File: src/rtl/mem_bus_pkg.sv
// Shared types and constants for the main-memory bus sequencer.
package mem_bus_pkg;

  localparam int DEF_ADDR_W = 8;
  localparam int DEF_DATA_W = 16;

  localparam logic DIR_READ  = 1'b0;
  localparam logic DIR_WRITE = 1'b1;

  typedef enum logic [1:0] {IDLE, TURN, WRITE, READ} state_e;

  typedef struct packed {
    logic                  valid;
    logic                  we;
    logic [DEF_ADDR_W-1:0] addr;
    logic [DEF_DATA_W-1:0] wdata;
  } mem_req_t;

  typedef struct packed {
    logic                  valid;
    logic [DEF_DATA_W-1:0] rdata;
  } mem_rsp_t;

endpackage

File: src/rtl/mem_bus_arb.sv
// Two-way request arbiter. MEM_BUS_CTRL_RR_EN selects round-robin;
// otherwise requester 0 has fixed priority and no pointer exists.
module mem_bus_arb (
  input  logic       clk,
  input  logic       rst,
  input  logic [1:0] valid,
  input  logic       adv,
  output logic [1:0] grant
);

`ifdef MEM_BUS_CTRL_RR_EN
  logic ptr;

  always_comb begin
    grant = valid;
    if (&valid) begin
      grant      = 2'b00;
      grant[ptr] = 1'b1;
    end
  end

  // Pointer only moves on a contested accept, toward the loser.
  always_ff @(posedge clk or posedge rst) begin
    if (rst)                 ptr <= 1'b0;
    else if (adv && &valid)  ptr <= ~ptr;
  end
`else
  assign grant = {valid[1] & ~valid[0], valid[0]};

  logic unused_rr;
  assign unused_rr = ^{clk, rst, adv};
`endif

endmodule

File: src/rtl/mem_bus_ctrl.sv
// Shared bidirectional memory bus sequencer with direction turnaround.
// Arbitration mode set by MEM_BUS_CTRL_RR_EN (see mem_bus_arb).
module mem_bus_ctrl
  import mem_bus_pkg::*;
#(
  parameter int ADDR_W   = DEF_ADDR_W,
  parameter int DATA_W   = DEF_DATA_W,
  parameter int RD_LAT   = 1,
  parameter int TURN_CYC = 1
) (
  input  logic              clk,
  input  logic              rst,
  input  logic              req0_valid,
  input  logic              req0_we,
  input  logic [ADDR_W-1:0] req0_addr,
  input  logic [DATA_W-1:0] req0_wdata,
  output logic              req0_ready,
  input  logic              req1_valid,
  input  logic              req1_we,
  input  logic [ADDR_W-1:0] req1_addr,
  input  logic [DATA_W-1:0] req1_wdata,
  output logic              req1_ready,
  output logic              rsp0_valid,
  output logic [DATA_W-1:0] rsp0_rdata,
  output logic              rsp1_valid,
  output logic [DATA_W-1:0] rsp1_rdata,
  output logic              bus_we,
  output logic [ADDR_W-1:0] bus_addr,
  output logic [DATA_W-1:0] bus_wdata,
  input  logic [DATA_W-1:0] bus_rdata
);

  localparam int CNT_MAX = (RD_LAT > TURN_CYC) ? RD_LAT : TURN_CYC;
  localparam int CNT_W   = $clog2(CNT_MAX + 1);

  state_e            state;
  logic              last_dir;
  logic              owner;
  logic              cur_we;
  logic [CNT_W-1:0]  cnt;

  logic [1:0]        vld, gnt;
  logic              idle, acc, win;
  logic              a_we;
  logic [ADDR_W-1:0] a_addr;
  logic [DATA_W-1:0] a_wdata;

  assign vld        = {req1_valid, req0_valid};
  assign idle       = (state == IDLE);
  assign req0_ready = idle & gnt[0];
  assign req1_ready = idle & gnt[1];
  assign acc        = idle & |(vld & gnt);
  assign win        = gnt[1];
  assign a_we       = win ? req1_we    : req0_we;
  assign a_addr     = win ? req1_addr  : req0_addr;
  assign a_wdata    = win ? req1_wdata : req0_wdata;

  mem_bus_arb u_arb (
    .clk   (clk),
    .rst   (rst),
    .valid (vld),
    .adv   (acc),
    .grant (gnt)
  );

  always_ff @(posedge clk or posedge rst) begin
    if (rst) begin
      state      <= IDLE;
      last_dir   <= DIR_READ;
      owner      <= 1'b0;
      cur_we     <= DIR_READ;
      cnt        <= '0;
      bus_we     <= 1'b0;
      bus_addr   <= '0;
      bus_wdata  <= '0;
      rsp0_valid <= 1'b0;
      rsp1_valid <= 1'b0;
      rsp0_rdata <= '0;
      rsp1_rdata <= '0;
    end else begin
      rsp0_valid <= 1'b0;
      rsp1_valid <= 1'b0;
      case (state)
        IDLE: if (acc) begin
          owner    <= win;
          cur_we   <= a_we;
          bus_addr <= a_addr;
          if (a_we) bus_wdata <= a_wdata;
          // Pads and memory must never overlap: idle the bus on a flip.
          if (a_we != last_dir) begin
            state <= TURN;
            cnt   <= CNT_W'(TURN_CYC - 1);
          end else if (a_we) begin
            state  <= WRITE;
            bus_we <= 1'b1;
          end else begin
            state <= READ;
            cnt   <= CNT_W'(RD_LAT - 1);
          end
        end
        TURN: begin
          if (cnt == '0) begin
            if (cur_we) begin
              state  <= WRITE;
              bus_we <= 1'b1;
            end else begin
              state <= READ;
              cnt   <= CNT_W'(RD_LAT - 1);
            end
          end else begin
            cnt <= cnt - 1'b1;
          end
        end
        WRITE: begin
          bus_we   <= 1'b0;
          last_dir <= DIR_WRITE;
          state    <= IDLE;
          if (owner) rsp1_valid <= 1'b1;
          else       rsp0_valid <= 1'b1;
        end
        READ: begin
          if (cnt == '0) begin
            last_dir <= DIR_READ;
            state    <= IDLE;
            if (owner) begin
              rsp1_valid <= 1'b1;
              rsp1_rdata <= bus_rdata;
            end else begin
              rsp0_valid <= 1'b1;
              rsp0_rdata <= bus_rdata;
            end
          end else begin
            cnt <= cnt - 1'b1;
          end
        end
        default: state <= IDLE;
      endcase
    end
  end

endmodule

File: config.mk
export PLATFORM = sky130hd
export DESIGN_NAME = mem_bus_ctrl
export DESIGN_NICKNAME = d
export VERILOG_FILES = /design/src/rtl/mem_bus_pkg.sv /design/src/rtl/mem_bus_arb.sv /design/src/rtl/mem_bus_ctrl.sv
export SDC_FILE = /design/constraint.sdc
export NUM_CORES = 1
export LEC_CHECK = 0
export CORE_MARGIN = 2
export CORE_UTILIZATION = 45
export DETAILED_ROUTE_END_ITERATION = 10
export GPL_TIMING_DRIVEN = 0
export PLACE_DENSITY = 0.85
export SKIP_CTS_REPAIR_TIMING = 1
export SLEW_MARGIN = 5
export SYNTH_ARGS = -nofsm -noshare
export SYNTH_HDL_FRONTEND = slang
export SYNTH_SLANG_ARGS = --single-unit
File: constraint.sdc
create_clock -name clk -period 3.91 [get_ports clk]
set_input_delay 0.782 -clock clk [delete_from_list [all_inputs] [get_ports clk]]
set_output_delay 0.782 -clock clk [all_outputs]
set_load 0.01 [all_outputs]
==> impl_metrics.yaml, run 1 <==
worst_hold_path:
  holdPathStages: 1
  min_from: "rsp0_rdata[3]"
  min_to: "rsp0_rdata[3]"
  hold_class: "flip-flop to flip-flop"
sta:
  finClkSkew_ns: 0.0115
  finalWorstSetupSlack_ns: 0.681
  worst_pin_slew_ns: 0.626
  rsz0062_at_grt: "no"
  fmaxAchievable_ghz: 0.310
  fin_crit_sh_pct: 82.6
  setup_viol: 0
  max_slew_margin_pct: 58.1
  finalSetupTns_ns: 0
  slew_violations: 0
  hold_viol: 0
  layout_min_cycle_time_ns: 3.23
outcome:
  outcome: "finished, final reports clean"
drt:
  drtIter0Drc: 61
  dr.pass1.iters: 4
  wl_per_cell_microns: 15.5
  drc: 0
  vias_per_cell: 4.94
  ant_nets: 0
  vias: 2011
  routed_wl_microns: 6330
setup_path:
  endpoint_kind: "primary output"
  crit_arrival_ns: 2.45
  cp.required_ns: 3.13
  reg2reg_setup_slack_ns: 2.24
  reg2regPathDepth: 4
  r2r-start: "state[1]"
  startpoint_type: "input pin"
  worst-path-max-fanout: 10
  r2r-end: "bus_wdata[15]"
  crit_type: "input pin to primary output"
clock_network:
  tritoncts: "done"
  cts-root-buf: "clkbuf_8"
  cts_made_buffers: 9
  cts.reportedPaths.clkPinSlew_ns: 0.07
  h-tree-depth: 3
  clk_path_buf_depth: 2
  clk_latency_ns: 0.33
  cts_sinks: 64
logic_synthesis:
  synth_top_family_by_area: "multiplexers"
  synth_edf_count: 0
  synthMostInstantiatedCell: "dfrtp_1"
  synth_ff_type: "dfrtp_1"
  ys_seq_area_share_pct: 54.4
  netlist_top_cells_count: "dfrtp_1, mux2_2, mux2_4"
  avgSynthCellArea_sq_um: 16.0
  syn_nets: 255
  synth.top_cells.by_area: "dfrtp_1, mux2_4, mux2_2"
  synth_xor_area_share_pct: 0
  yosysWarnings: 0
  async_flop_share_pct: 100
  ys_seq_elements: 64
  synth_compound_area_share_pct: 2.51
  synthDistinctLibCells: 28
  yosysTopAreaCell: "dfrtp_1"
  netlist_area_sq_um: 2940
  synth_fa_ha_area_share_pct: 0.425
  synth_top_area_share_pct: 54.4
  synth-simple-area-share_pct: 4.16
  synthCells: 184
  muxShareOfSynthArea_pct: 35.2
global_route:
  grtUsageTotal_pct: 18.5
  overflow: 0
  grt_pass1_vias: 2164
  grt_pass1_wl_microns: 10400
  antenna_found_initial: 0
  grt_max_degree: 43
floorplan:
  start_util_pct: 46.4
  die_y_microns: 84.9
  die_x_microns: 84.9
  die_area_sq_um: 7210
  io_pins: 131
  coreArea_sq_um: 6350
  rows: 29
power:
  switching_power_uw: 986
  combPwrFrac_pct: 48.2
  power.internal_mw: 2.33
  power_density_nw_per_um2: 730
  finalPower_mw: 3.32
  p_seq_share_pct: 35.6
  p_sw_share_pct: 29.7
  p_leak_nw: 1.98
  peakVddDrop_v: 0.000439
  clockPowerShare_pct: 16.2
place:
  place.gp.congestion: 0.747
  hpwl_microns: 4730
  place_ws_ns: 0.673
  io_buffers: 130
finish:
  area_delta_synth_final_pct: 54.4
  fin_nets: 397
  num_antenna_cells: 0
  drive_above_1_share_pct: 33.6
job:
  drv_cap: 0
[per-stage QoR]
| step | instance area (sq um) | hold slack, ns | cells | util (%) |
|---|---|---|---|---|
| finish | 4550 | 0.507 | 407 | 71.6 |
| global route | 4550 | 0.529 | 407 | 71.6 |
| CTS | 4550 | 0.510 | 407 | 71.6 |
| global placement | 4340 | 0.486 | 391 | 68.4 |
| floorplan | 2940 | 0.467 | 184 | - |
| detailed placement | 4360 | 0.494 | 392 | 68.7 |
[worst max path at each step]
stage | from | end | slack [ns] | depth (start not counted)
2_1_floorplan | rst | bus_addr[0] | 1.53 | 1
3_3_place_gp | rst | bus_addr[2] | 0.48 | 2
3_5_place_dp | req0_valid | req1_ready | 0.67 | 6
4_1_cts | req0_valid | req1_ready | 0.67 | 6
5_1_grt | req0_valid | req1_ready | 0.56 | 6
6_report | req0_valid | req1_ready | 0.68 | 6
[critical path, stage by stage]
cell and delay, ns:
clkdlybuf4s50_1 0.46, nand2b_1 0.18, buf_6 0.15, buf_8 0.15, nor3_1 0.14, clkdlybuf4s50_1 0.58
[power by group through the flow]
stage / combinational, mW / sequential [mW] / clock [mW]
4_1_cts: 1.62 / 1.18 / 0.557
3_3_place_gp: 1.59 / 1.17 / 0
2_1_floorplan: 0.638 / 1.32 / 0
5_1_grt: 1.69 / 1.23 / 0.584
3_5_place_dp: 1.62 / 1.19 / 0
6_report: 1.60 / 1.18 / 0.538
[layout make-up]
| type | count | area [sq um] |
|---|---|---|
| inverter | 2 | 7.51 |
| fill | 445 | 1800 |
| clock inverter | 6 | 61.3 |
| timing repair buffer | 131 | 1320 |
| multi-input combinational | 110 | 1240 |
| clock buffer | 9 | 124 |
| tap | 77 | 96.3 |
| sequential | 64 | 1600 |
| buffer | 8 | 90.1 |
[per-layer routing]
metal,track usage [%],routed length (microns)
met1,23.0,2610
met3,4.77,371
met4,8.23,114
met5,0,0
met2,30.6,3230
[cells by family (layout without fill, tap and decap cells)]
family / count (synthesis) / in the layout
buffers and inverters: 10 / 156
AO/OA/AOI/OAI: 9 / 9
flip-flops: 64 / 64
adder cells (fa/ha/maj): 1 / 1
AND/OR/NAND/NOR: 20 / 20
multiplexers: 80 / 80
[cell usage in the layout, fill, tap and decap left out, types with 3 or more instances in the layout]
master | synthesis | final
a21oi_1 | 4 | 4
clkbuf_8 | 0 | 9
clkdlybuf4s50_1 | 0 | 130
clkinv_2 | 0 | 3
dfrtp_1 | 64 | 64
mux2_2 | 44 | 44
mux2_4 | 36 | 36
nand2_1 | 4 | 4
nor2_1 | 5 | 5
[flip-flops by register name (all words and copies together), names as in the netlist]
register / cells
cur_we: 1
rsp0_rdata: 16
bus_we: 1
bus_addr: 8
rsp0_valid: 1
owner: 1
bus_wdata: 16
rsp1_valid: 1
rsp1_rdata: 16
state: 2
last_dir: 1
(Power assumes the default switching activity.)
==> run 2, diff against run 1 <==
--- a/config.mk
+++ b/config.mk
@@ -6,10 +6,10 @@
 export NUM_CORES = 1
 export LEC_CHECK = 0
 export CORE_MARGIN = 2
-export CORE_UTILIZATION = 45
+export CORE_UTILIZATION = 42
 export DETAILED_ROUTE_END_ITERATION = 10
 export GPL_TIMING_DRIVEN = 0
-export PLACE_DENSITY = 0.85
+export PLACE_DENSITY = 0.8
 export SKIP_CTS_REPAIR_TIMING = 1
 export SLEW_MARGIN = 5
 export SYNTH_ARGS = -nofsm -noshare
==> constraint.sdc (replaced) <==
create_clock -name clk -period 3.2 [get_ports clk]
set_input_delay 0.64 -clock clk [delete_from_list [all_inputs] [get_ports clk]]
set_output_delay 0.64 -clock clk [all_outputs]
set_load 0.01 [all_outputs]
==> impl_metrics.yaml, run 2 (synthesis gave the netlist of run 1 again) <==
setup_path:
  endpoint_kind: "primary output"
  slowest_stage: "clkdlybuf4s50_1"
  crit_top_cell: "clkdlybuf4s50_1"
  crit_arrival_ns: 2.30
  crit_type: "input pin to primary output"
  cp.required_ns: 2.56
  critPathMaxStageDelay_ns: 0.57
  path_cells: "clkdlybuf4s50_1, nand2b_1, buf_6, buf_8, nor3_1, clkdlybuf4s50_1"
  worst-path-max-fanout: 10
  startpoint_type: "input pin"
  reg2reg_setup_slack_ns: 1.54
global_route:
  use_met2_pct: 31.1
  grt_pass1_wl_microns: 10500
  grtUsageTotal_pct: 17.9
  overflow: 0
  grt_max_degree: 34
  met1_usage_pct: 20.9
  antenna_found_initial: 0
  grt_pass1_vias: 2193
  gr-max-usage-layer: "met2"
  met3_usage_pct: 6.60
job:
  drv_cap: 0
floorplan:
  start_util_pct: 43.3
  die_y_microns: 87.7
  die_area_sq_um: 7700
  coreArea_sq_um: 6790
  rows: 30
  io_pins: 131
  die_x_microns: 87.7
drt:
  wl_per_cell_microns: 15.3
  drtIter0Drc: 42
  ant_nets: 0
  vias: 2011
  drc: 0
  dr.pass1.iters: 4
  vias_per_cell: 4.71
  routed_wl_microns: 6550
place:
  place.gp.congestion: 0.733
  place_inst: 411
  hpwl_microns: 4980
  place_area_sq_um: 4390
  io_buffers: 130
finish:
  fill_cells: 531
  drive_above_1_share_pct: 33.8
  layout_commonest_cell: "clkdlybuf4s50_1"
  num_antenna_cells: 0
  final_cells: 427
  mostFrequentLayoutCells: "clkdlybuf4s50_1, dfrtp_1, mux2_2"
  area_delta_synth_final_pct: 56.7
  reg_top3: "bus_wdata (16), rsp0_rdata (16), rsp1_rdata (16)"
  fin_nets: 397
  fin_area_sq_um: 4610
sta:
  fin_crit_sh_pct: 91.9
  max_slew_margin_pct: 52.8
  fmaxAchievable_ghz: 0.340
  layout_min_cycle_time_ns: 2.94
  setup_viol: 0
  rsz0062_at_grt: "no"
  worst_pin_slew_ns: 0.707
  hold_viol: 0
  finClkSkew_ns: 0.00546
  slew_violations: 0
power:
  finalPower_mw: 4.18
  power_density_nw_per_um2: 906
  peakVddDrop_v: 0.000531
  p_leak_nw: 1.99
clock_network:
  cts-root-buf: "clkbuf_8"
  cts.reportedPaths.clkPinSlew_ns: 0.07
  clk_latency_ns: 0.34
  cts_sinks: 64
  clk_path_buf_depth: 2
  cts_made_buffers: 9
  h-tree-depth: 3
  tritoncts: "done"
worst_hold_path:
  hold_class: "flip-flop to flip-flop"
outcome:
  outcome: "finished, final reports clean"
==> run 2: per-stage QoR <==
step                      hold WS [ns]  setup TNS, ns  setup slack, ns  utilization (%)
final                            0.505              0            0.258             67.9
after global placement           0.486          -7.96           -0.128             64.3
after detailed placement         0.493              0            0.252             64.5
after floorplan                  0.467              0            0.962                -
after global routing             0.522              0            0.164             67.9
after CTS                        0.510              0            0.250             67.9
==> run 2: cell type report <==
class	count	area, sq um	area share [%]
clock buffers	10	138	2.98
multi-input cells	110	1240	27.0
flip-flops and latches	64	1600	34.7
repair buffers	131	1320	28.6
plain buffers	8	90.1	1.95
well taps	96	120	2.60
clock inverters	6	91.3	1.98
inverters	2	7.51	0.163
==> run 2: critical path, delay by kind of cell <==
kind          cells  cell delay (ns)
buf+inv           4             1.34
simple gates      2             0.31
==> run 2: path summary, 6_finish.rpt <==
check	from	end	depth (start not counted)
worst max-delay path	req0_valid	req1_ready	6
worst min-delay path	rsp0_rdata[8]	rsp0_rdata[8]	1
worst max register to register	state[1]	bus_wdata[4]	4
worst min register to register	rsp0_rdata[8]	rsp0_rdata[8]	1
max in group asynchronous	rst	bus_addr[5]	3
min in group asynchronous	rst	bus_wdata[11]	2
==> run 2: per-layer routing <==
layer / part of all wire, % / vias up
met5: 0 / -
met4: 1.2 / 0
met3: 6.3 / 6
met2: 53 / 71
met1: 39 / 997
li1: - / 937
==> run 2: where the power goes <==
group | total [mW] | leakage [nW] | internal (mW) | switching (mW)
Sequential | 1.44 | 0.754 | 1.22 | 0.217
Combinational | 1.96 | 1.13 | 1.27 | 0.685
Clock | 0.781 | 0.105 | 0.462 | 0.319
